`src/rtl/fetch_stage.sv`:
```
// Instruction-fetch stage of the tinycpu pipeline.
// Owns the program counter, reads the asynchronous instruction ROM through PC/instr_i,
// and fills the IF/ID register. It also handles stall, redirect (branch/jump flush)
// and halt-on-EBREAK.
// Optional feature macro: FETCH_MISALIGN_TRAP_EN. When it is defined, a redirect to a
// target that is not word-aligned traps: fetch halts and the misaligned flag is raised.
module fetch_stage #(
    parameter int                    DATA_WIDTH   = 32,
    parameter logic [DATA_WIDTH-1:0] RESET_PC     = 32'h0000_0000,
    parameter logic [DATA_WIDTH-1:0] NOP_INSTR    = 32'h0000_0013,
    parameter logic [DATA_WIDTH-1:0] EBREAK_INSTR = 32'h0010_0073
) (
    input  logic                  clk,
    input  logic                  rst_n,
    input  logic                  stall_i,
    input  logic                  redirect_i,
    input  logic [DATA_WIDTH-1:0] redirect_target_i,
    input  logic [DATA_WIDTH-1:0] instr_i,
    output logic [DATA_WIDTH-1:0] PC,
    output logic [DATA_WIDTH-1:0] ID_instr,
    output logic [DATA_WIDTH-1:0] ID_PC,
    output logic [DATA_WIDTH-1:0] ID_PCPlus4,
    output logic                  ID_valid,
`ifdef FETCH_MISALIGN_TRAP_EN
    output logic                  misaligned,
`endif
    output logic                  halted
);

    typedef enum logic [1:0] {
        BOOT = 2'd0,
        RUN  = 2'd1,
        HALT = 2'd2
    } state_t;

    state_t                  state_q;
    state_t                  state_d;
    logic [DATA_WIDTH-1:0]   pc_d;
    logic [DATA_WIDTH-1:0]   id_instr_d;
    logic [DATA_WIDTH-1:0]   id_pc_d;
    logic [DATA_WIDTH-1:0]   id_pcplus4_d;
    logic                    id_valid_d;
    logic                    halted_d;
    logic [DATA_WIDTH-1:0]   pc_plus4;
    logic                    redirect_bad;
`ifdef FETCH_MISALIGN_TRAP_EN
    logic                    misaligned_d;
`endif

    assign pc_plus4 = PC + DATA_WIDTH'(4);

`ifdef FETCH_MISALIGN_TRAP_EN
    assign redirect_bad = (redirect_target_i[1:0] != 2'b00);
`else
    assign redirect_bad = 1'b0;
`endif

    // Next-state and next-register logic; every register holds unless a case below updates it
    always_comb begin
        state_d      = state_q;
        pc_d         = PC;
        id_instr_d   = ID_instr;
        id_pc_d      = ID_PC;
        id_pcplus4_d = ID_PCPlus4;
        id_valid_d   = ID_valid;
        halted_d     = halted;
`ifdef FETCH_MISALIGN_TRAP_EN
        misaligned_d = misaligned;
`endif
        case (state_q)
            BOOT: begin
                id_valid_d = 1'b0;
                state_d    = RUN;
                if (redirect_i) begin
                    if (redirect_bad) begin
                        id_instr_d = NOP_INSTR;
                        state_d    = HALT;
                        halted_d   = 1'b1;
`ifdef FETCH_MISALIGN_TRAP_EN
                        misaligned_d = 1'b1;
`endif
                    end else begin
                        pc_d = redirect_target_i;
`ifdef FETCH_MISALIGN_TRAP_EN
                        misaligned_d = 1'b0;
`endif
                    end
                end
            end
            RUN: begin
                if (redirect_i) begin
                    id_instr_d = NOP_INSTR;
                    id_valid_d = 1'b0;
                    if (redirect_bad) begin
                        state_d  = HALT;
                        halted_d = 1'b1;
`ifdef FETCH_MISALIGN_TRAP_EN
                        misaligned_d = 1'b1;
`endif
                    end else begin
                        pc_d = redirect_target_i;
`ifdef FETCH_MISALIGN_TRAP_EN
                        misaligned_d = 1'b0;
`endif
                    end
                end else if (!stall_i) begin
                    id_instr_d   = instr_i;
                    id_pc_d      = PC;
                    id_pcplus4_d = pc_plus4;
                    id_valid_d   = 1'b1;
                    if (instr_i == EBREAK_INSTR) begin
                        state_d = HALT;
                    end else begin
                        pc_d = pc_plus4;
                    end
                end
            end
            HALT: begin
                id_valid_d = 1'b0;
                if (redirect_i) begin
                    if (redirect_bad) begin
                        halted_d = 1'b1;
`ifdef FETCH_MISALIGN_TRAP_EN
                        misaligned_d = 1'b1;
`endif
                    end else begin
                        pc_d     = redirect_target_i;
                        halted_d = 1'b0;
                        state_d  = RUN;
`ifdef FETCH_MISALIGN_TRAP_EN
                        misaligned_d = 1'b0;
`endif
                    end
                end else begin
                    halted_d = 1'b1;
                end
            end
            default: begin
                state_d = BOOT;
            end
        endcase
    end

    // State, PC and IF/ID registers; reset wins over every other input
    always_ff @(posedge clk) begin
        if (!rst_n) begin
            state_q    <= BOOT;
            PC         <= RESET_PC;
            ID_instr   <= NOP_INSTR;
            ID_PC      <= '0;
            ID_PCPlus4 <= '0;
            ID_valid   <= 1'b0;
            halted     <= 1'b0;
`ifdef FETCH_MISALIGN_TRAP_EN
            misaligned <= 1'b0;
`endif
        end else begin
            state_q    <= state_d;
            PC         <= pc_d;
            ID_instr   <= id_instr_d;
            ID_PC      <= id_pc_d;
            ID_PCPlus4 <= id_pcplus4_d;
            ID_valid   <= id_valid_d;
            halted     <= halted_d;
`ifdef FETCH_MISALIGN_TRAP_EN
            misaligned <= misaligned_d;
`endif
        end
    end

endmodule

```
`config.mk`:
```
export PLATFORM = sky130hd
export DESIGN_NAME = fetch_stage
export DESIGN_NICKNAME = d
export VERILOG_FILES = /design/src/rtl/fetch_stage.sv
export SDC_FILE = /design/constraint.sdc
export NUM_CORES = 1
export LEC_CHECK = 0
export BUFFER_PORTS_ARGS = -buffer_cell sky130_fd_sc_hd__buf_4
export CAP_MARGIN = 20
export CORE_ASPECT_RATIO = 1.2
export CORE_MARGIN = 2
export CORE_UTILIZATION = 50
export CTS_CLUSTER_DIAMETER = 100
export DETAILED_ROUTE_END_ITERATION = 10
export PLACE_DENSITY = 0.79
export SLEW_MARGIN = 10
export SYNTH_ARGS = -nofsm -noshare
export SYNTH_HDL_FRONTEND = slang
export SYNTH_SLANG_ARGS = --single-unit
```
`constraint.sdc`:
```
create_clock -name clk -period 6 [get_ports clk]
set_input_delay 1.5 -clock clk [delete_from_list [all_inputs] [get_ports clk]]
set_output_delay 1.5 -clock clk [all_outputs]
set_load 0.03 [all_outputs]
```
* Yosys cells after proc, flatten, opt, wreduce, memory -nomap -nowiden
Index checks and enable logic that the tools add are counted.
Storage, ports and cells: flip-flop bits (word level) 132, bits in latches 0, RAM bits 0, bits in read-only memories 0, output and inout bits 130, word-level logic and storage cells 45, memories kept 0
Cells by class: $add $sub $neg 1, multipliers 0, divide/modulo/power cells 0, $lt $le $gt $ge 0, equal/unequal tests 11, shift operators 0, multiplexer cells 16, bitwise operators 2, reduce and logical (&&, ||, !) cells 8
Operators with widths (count):
- $mux W32 | 6
- $pmux W32 S2 | 1
- $add A32 B3 Y32 const B | 1
- $eq A32 B21 Y1 const B | 1
- $mux W2 | 4
- $ne A2 B2 Y1 const B | 4
- $reduce_and A4 Y1 | 2
- $ne A3 B3 Y1 const B | 2
- $pmux W2 S3 | 1
- $ne A2 B1 Y1 const B | 2
- $reduce_and A2 Y1 | 2
- $mux W1 | 3
- $reduce_and A3 Y1 | 1
- $eq A2 B1 Y1 const B | 1
- $eq A2 B2 Y1 const B | 1
- $logic_not A2 Y1 | 1
- $not A1 Y1 | 2
- $pmux W1 S2 | 1
- $reduce_bool A2 Y1 | 1
- $reduce_or A2 Y1 | 1

* Logic depth before layout (Yosys ltp)
Gate-level depths: netlist (run 1).
depth after elaboration 5, mapped depth 7

* Worst setup path before layout (run 1)
OpenSTA, ideal clock, no wires.
path kind input -> register, start input port redirect_i, end register PC[22], setup time 59 ps, data arrival time 2853 ps, required time 5941 ps, slack 3088 ps, cell stages on the path 6, buffers on the path 1, path through nor4b_1 -> nand4_1 -> o41a_1 -> buf_2 -> a211oi_1 -> a31o_1
On the way: cells in the longest elaborated chain, start to end 2, elaborated cells between the ends (all ways) 6, those cells by class eq/ne (3); mux (2); reduce/logical (1)
RTL lines:
- from (decl) | line 16 | input logic redirect_i,
- $ne A3 B3 Y1 (no source line) (tied with other cells)
- $reduce_and A4 Y1 (no source line) / $pmux W32 S2 (equally long branches)
- to (signal assigned) | line 159 | PC <= pc_d;
- to (decl) | line 19 | output logic [DATA_WIDTH-1:0] PC,
Parallel ways exist; a longest one is shown, timed or not. A chain may end at the register's enable or synchronous reset.

* Worst setup path in the final report (run 1)
start input port redirect_i, end register PC[6]
The elaborated chain is that of the path after synthesis.

==> impl_metrics.ini, run 1 <==
[sta]
min_period_over_period_pct = 58.94
fin_skew_ps = 6.421
rsz0062_at_grt = no
setup_viol = 0
slew_violations = 0
slew_headroom_pct = 31.09
finalCriticalPeriod_ps = 3537
layout_setup_ws_ps = 2463
worst_pin_slew_ps = 1034
final.setup.tns_ps = 0
hold_viol = 0
max_clock_freq_mhz = 282.8

[placed_design]
place.port_buffers = 197
routabilityCongestion = 0.8514
dp_hpwl_um = 13230
dpl_cell_area_mm2 = 0.007480
pre_cts_ws_ps = 2079

[die]
rows = 44
die_y_um = 124.6
dieArea_mm2 = 0.01303
core_mm2 = 0.01195
die_w_um = 104.5
initial_utilization_pct = 50.75
ios = 198

[critical_path]
worstPathArrival_ps = 3810
crit_path_max_incr_delay_ps = 710
cp_max_fo = 32
slowest_stage = nand2_1
cp-end-kind = flip-flop
crit_chain = buf_4, nor4b_1, nand4_1, o41a_1, nand2_1, o21ai_0
required_ps = 6270
worstSetupStartpointType = input pin
crit_type = in -> reg

[route]
drcViolationCount = 0
via_count = 6354
totalWireLength_um = 19180
dr.first_iter.drc_count = 499
drt_pre_antenna_iters = 5
routedWlPerCell_um = 17.89
viasPerCell = 5.927
ant_nets = 0

[global_route]
track_usage_pct = 29.27
met3_usage_pct = 7.902
grt_max_degree = 67
antenna_found_initial = 0
grt_pass1_vias = 6037
busiest_layer = met2
grt-ovfl-total = 0
grt_pass1_wl_um = 30830
gr-usage-met2_pct = 49.60
grtUsageMet1_pct = 35.39

[logic_synthesis]
ys.flop_type = dfxtp_1
synth_cells = 750
synth_area_mm2 = 0.006063
synth_edf_count = 0
synth_top_cell_area_share_pct = 42.92
yosysSeqAreaShare_pct = 42.92
synth-seq-cells = 130
yosys.area.top_type = dfxtp_1
synthTopCellsByArea = dfxtp_1, nand2_1, a21oi_1
yosys_warnings = 0
synth.avg_cell_area_um2 = 8.084
synthArstFlopShare_pct = 0
yosysUniqueCellTypes = 59
synth.net_count = 819

[power]
p_leak_nw = 3.203
irDropWorstVdd_mv = 0.1892
power.density_mw_per_mm2 = 283.8

[final_layout]
diodes = 0
syn_to_final_growth_pct = 33.33
nets = 967
fillCellCount = 997
design_area_mm2 = 0.008084
drive_gt1_share_pct = 27.88

[hold_path]
hp-class = reg -> reg

[clocking]
cts_root_buf = clkbuf_16
insertion_delay_ps = 420
cts_hold_buf = 0
cts_setup_buffers = 0
cts_resized = 0
h-tree-depth = 4
path_clk_slew_ps = 60
cts_tree = built
cts_max_path_buffers = 2
cts_made_buffers = 17
cts_sinks = 130

[job]
drv_cap = 0

[outcome]
run_status = finished, final reports clean
[state kept, by name, indices dropped and copies added (netlist names)]
name and flops:
ID_instr 32, state_q 2, ID_PCPlus4 30, halted 1, ID_valid 1, ID_PC 32, PC 32
[power breakdown]
| part | internal (mW) | switching, mW | total, mW |
|---|---|---|---|
| registers | 0.899 | 0.0485 | 0.948 |
| logic | 0.120 | 0.189 | 0.309 |
| clock network | 0.645 | 0.394 | 1.04 |
| total | 1.66 | 0.631 | 2.29 |
[routing by layer]
metal  share of wire [%]  routed length (um)
met4                 2.6                 497
met5                   0                   0
met1                  39                7458
met3                 8.6                1657
met2                  50                9570
[critical path, delay by kind of cell]
family          cells  cell delay, ps
buf+inv             1             230
compound gates      2             820
simple gates        3            1260
[metrics by stage]
stage               utilization, %  instances  total power, mW  hold slack (ps)
global placement             62.61       1039            1.266            442.5
CTS                          67.61       1071            2.299            455.4
finish                       67.67       1072            2.295            453.3
global route                 67.67       1072            2.371            471.4
detailed placement           62.61       1039            1.272            447.7
floorplan                        -        750            1.140            445.5
[kinds of logic after synthesis]
group / Yosys count / synth area share (%)
AOI/OAI and AO/OA: 221 / 24.45
xor gates and xnor gates: 23 / 3.322
DFF: 130 / 42.92
and+or+nand+nor: 291 / 23.01
buffers and inverters: 84 / 6.088
adders and majority gates: 1 / 0.2063
[synthesized netlist by cell type, drive strengths merged, types with 11 or more instances]
library cell / number
clkbuf: 49
nand3: 25
nor2: 66
buf: 27
nand2: 115
a211oi: 11
o31ai: 21
xor2: 16
nor4: 14
a21oi: 66
o211ai: 16
nand4: 19
nor3: 17
a22oi: 29
o21ai: 33
dfxtp: 130
[layout make-up]
class | instances | area (um^2) | share of cell area, %
Multi-Input combinational cell | 536 | 3100 | 38.35
Sequential cell | 130 | 2603 | 32.19
Timing Repair Buffer | 205 | 1551 | 19.19
Clock buffer | 20 | 466.7 | 5.773
Tap cell | 161 | 201.4 | 2.492
Clock inverter | 12 | 130.1 | 1.610
Inverter | 8 | 31.28 | 0.3869
[cells in the final DEF, fill, tap and decap left out, types with 4 or more instances in the layout]
master     instances
a211oi_1          10
a21oi_1           66
a22oi_1           29
a311oi_1           5
a31oi_1            8
a41oi_1            5
and3_1             7
buf_4            204
clkbuf_16         17
clkinv_2           5
dfxtp_1          130
inv_1              7
nand2_1          114
nand2b_1           5
nand3_1           24
nand4_1           18
nor2_1            66
nor3_1            13
nor3b_1            4
nor4_1            13
o211ai_1          16
o21ai_0           33
o31a_1             7
o31ai_1           21
xnor2_1            7
xor2_1            16
[worst paths after layout]
path	startpoint	slack, ps	depth (start not counted)	to
worst max register to register	PC[15]	3080	5	PC[23]
worst min register to register	ID_PC[21]	450	2	ID_PC[21]
worst max-delay path	redirect_i	2460	6	PC[6]
worst min-delay path	ID_PC[21]	450	2	ID_PC[21]
Power figures use the tool's default switching activity.
==> run 2, diff against run 1 <==
--- a/config.mk
+++ b/config.mk
@@ -5,14 +5,15 @@
 export SDC_FILE = /design/constraint.sdc
 export NUM_CORES = 1
 export LEC_CHECK = 0
+export ABC_AREA = 1
 export BUFFER_PORTS_ARGS = -buffer_cell sky130_fd_sc_hd__buf_4
 export CAP_MARGIN = 20
 export CORE_ASPECT_RATIO = 1.2
 export CORE_MARGIN = 2
-export CORE_UTILIZATION = 50
+export CORE_UTILIZATION = 46
 export CTS_CLUSTER_DIAMETER = 100
 export DETAILED_ROUTE_END_ITERATION = 10
-export PLACE_DENSITY = 0.79
+export PLACE_DENSITY = 0.76
 export SLEW_MARGIN = 10
 export SYNTH_ARGS = -nofsm -noshare
 export SYNTH_HDL_FRONTEND = slang
==> constraint.sdc (replaced) <==
create_clock -name clk -period 3.2 [get_ports clk]
set_input_delay 0.8 -clock clk [delete_from_list [all_inputs] [get_ports clk]]
set_output_delay 0.8 -clock clk [all_outputs]
set_load 0.03 [all_outputs]
==> impl_metrics.ini, run 2 <==
[clocking]
cts_root_buf = clkbuf_16
cts_max_path_buffers = 2
cts_sinks = 130
cts_hold_buf = 0
insertion_delay_ps = 430
h-tree-depth = 4
cts_resized = 0
cts_setup_buffers = 0
cts_made_buffers = 17
path_clk_slew_ps = 50
cts_tree = built

[die]
die_y_um = 130.9
core_mm2 = 0.01318
dieArea_mm2 = 0.01437
die_w_um = 109.8
rows = 46
ios = 198
initial_utilization_pct = 46.84

[critical_path]
path_depth = 10
critical_path_buf_inv_count = 0
required_ps = 3520
cp_max_fo = 7
slowest_stage = dfxtp_1
crit_chain = ha_1, nand3_1, nor2_1, nand2_1, o21ai_0, nand2_1, nand2_1, nand2_1, nor2_1, nor2_1
ff2ff_path_depth = 10
cp-end-kind = flip-flop
cpMostUsedCell = nand2_1
critical_path.top_delay_family = simple AND/OR/NAND/NOR gates
crit_type = reg -> reg
worstSetupStartpointType = flip-flop
crit_path_max_incr_delay_ps = 470
worstPathArrival_ps = 2460

[power]
switchingPower_mw = 1.358
pwr-share-comb_pct = 18.6
p_sw_share_pct = 29.00
p_leak_nw = 3.966
seq_power_share_pct = 39.0
irDropWorstVdd_mv = 0.3296
internal_power_mw = 3.325
total_power_mw = 4.683
power.density_mw_per_mm2 = 567.5
clkPwrFrac_pct = 42.4

[outcome]
run_status = finished, final reports clean

[final_layout]
final_cell_mix = nand2_1, buf_4, nor2_1
diodes = 0
drive_gt1_share_pct = 23.10
nets = 1173
syn_to_final_growth_pct = 33.66
reg.largest.list = ID_PC (32), ID_instr (32), PC (32)
fin_cells = 1285
design_area_mm2 = 0.008252
fillCellCount = 1288
utilization_pct = 62.61
final_common_cell = nand2_1

[route]
dr.first_iter.drc_count = 458
ant_nets = 0
drt_pre_antenna_iters = 4
drcViolationCount = 0
totalWireLength_um = 18810
routedWlPerCell_um = 14.64
via_count = 6493
viasPerCell = 5.053

[logic_synthesis]
synth_edf_count = 0
synth.avg_cell_area_um2 = 6.667
yosysSeqAreaShare_pct = 42.16
yosysUniqueCellTypes = 28
synth-seq-cells = 130
synthTopCellsByArea = dfxtp_1, nand2_1, nor2_1
ys.flop_type = dfxtp_1
synth.net_count = 995
yosys_warnings = 0
yosys-top-cells-count = nand2_1, nor2_1, dfxtp_1
yosysMostFrequentCell = nand2_1
synth_cells = 926
yosys.area.top_type = dfxtp_1
synth_area_mm2 = 0.006173
synth_top_cell_area_share_pct = 42.16
synthArstFlopShare_pct = 0

[sta]
min_period_over_period_pct = 66.92
hold_viol = 0
slew_violations = 0
setup_viol = 0
slew_headroom_pct = 46.88
finalCriticalPeriod_ps = 2141
final.setup.tns_ps = 0
max_clock_freq_mhz = 467.0
fin_skew_ps = 8.117
worst_pin_slew_ps = 795.7
rsz0062_at_grt = no

[global_route]
antenna_found_initial = 0
grt_pass1_wl_um = 29330
grt_pass1_vias = 6023
track_usage_pct = 26.47
grt_max_degree = 53
grt-ovfl-total = 0

[placed_design]
dp_hpwl_um = 13530
dpl_cell_area_mm2 = 0.007646
place.port_buffers = 197
routabilityCongestion = 0.8394
dp_cells = 1253

[hold_path]
min_path_cells = 2
hp-class = reg -> reg

[job]
drv_cap = 0
==> run 2: cell count changes in the layout (fill, tap and decap cells not counted), moves of 13 or more <==
cell,before,now
a22oi_1,29,0
inv_1,7,73
nand2_1,114,284
nand3_1,24,50
nand4_1,18,2
nor2_1,66,151
nor3_1,13,0
nor4_1,13,0
o21ai_1,0,31
o31ai_1,21,0
==> run 2: metal layers <==
layer | track usage, % | up-vias | part of all wire, %
met5 | 0 | - | 0
met4 | 11.76 | 0 | 3.0
met3 | 6.696 | 46 | 7.3
met2 | 44.63 | 234 | 49
met1 | 31.70 | 2926 | 41
li1 | - | 3287 | -
==> run 2: power groups by stage <==
stage | Combinational [mW] | Sequential [mW] | Clock (mW)
final | 0.872 | 1.83 | 1.98
after global routing | 0.953 | 1.84 | 2.10
after CTS | 0.875 | 1.82 | 2.01
after detailed placement | 0.869 | 1.86 | 0
after global placement | 0.860 | 1.86 | 0
after floorplan | 0.362 | 2.04 | 0
==> run 2: final timing paths <==
| path | slack [ps] | end | from |
|---|---|---|---|
| min | 460 | ID_instr[14] | ID_instr[14] |
| min reg2reg | 460 | ID_instr[14] | ID_instr[14] |
| max reg2reg | 1060 | PC[20] | PC[2] |
| max | 1060 | PC[20] | PC[2] |
==> run 2: cell families after synthesis <==
logic type	after synthesis	share of synthesized area (%)
compound gates	151	13.15
xor+xnor	5	0.7093
fa+ha+maj	1	0.2026
buf+inv	133	10.26
flops	130	42.16
mux	3	0.4864
simple gates	503	33.04
==> run 2: cell type report <==
class | instances | area [um^2] | area share (%)
clock buffer | 22 | 474.2 | 5.747
clock inverter | 10 | 131.4 | 1.592
inverter | 83 | 314.1 | 3.806
multi-input combinational | 663 | 2938 | 35.60
sequential | 130 | 2603 | 31.54
tap | 168 | 210.2 | 2.547
timing repair buffer | 209 | 1582 | 19.17
==> run 2: stage by stage <==
step | hold slack (ps) | setup WS (ps)
6_report | 461.5 | 1059
5_1_grt | 478.6 | 879.3
4_1_cts | 460.2 | 1074
3_5_place_dp | 447.4 | 739.1
3_3_place_gp | 443.4 | 773.0
2_1_floorplan | 470.6 | 1389
==> run 2: worst reg2reg max path, cell delays in order (launching register included) <==
cell	delay (ps)
dfxtp_1	470
ha_1	260
nand3_1	140
nor2_1	320
nand2_1	260
o21ai_0	200
nand2_1	120
nand2_1	70
nand2_1	50
nor2_1	80
nor2_1	50
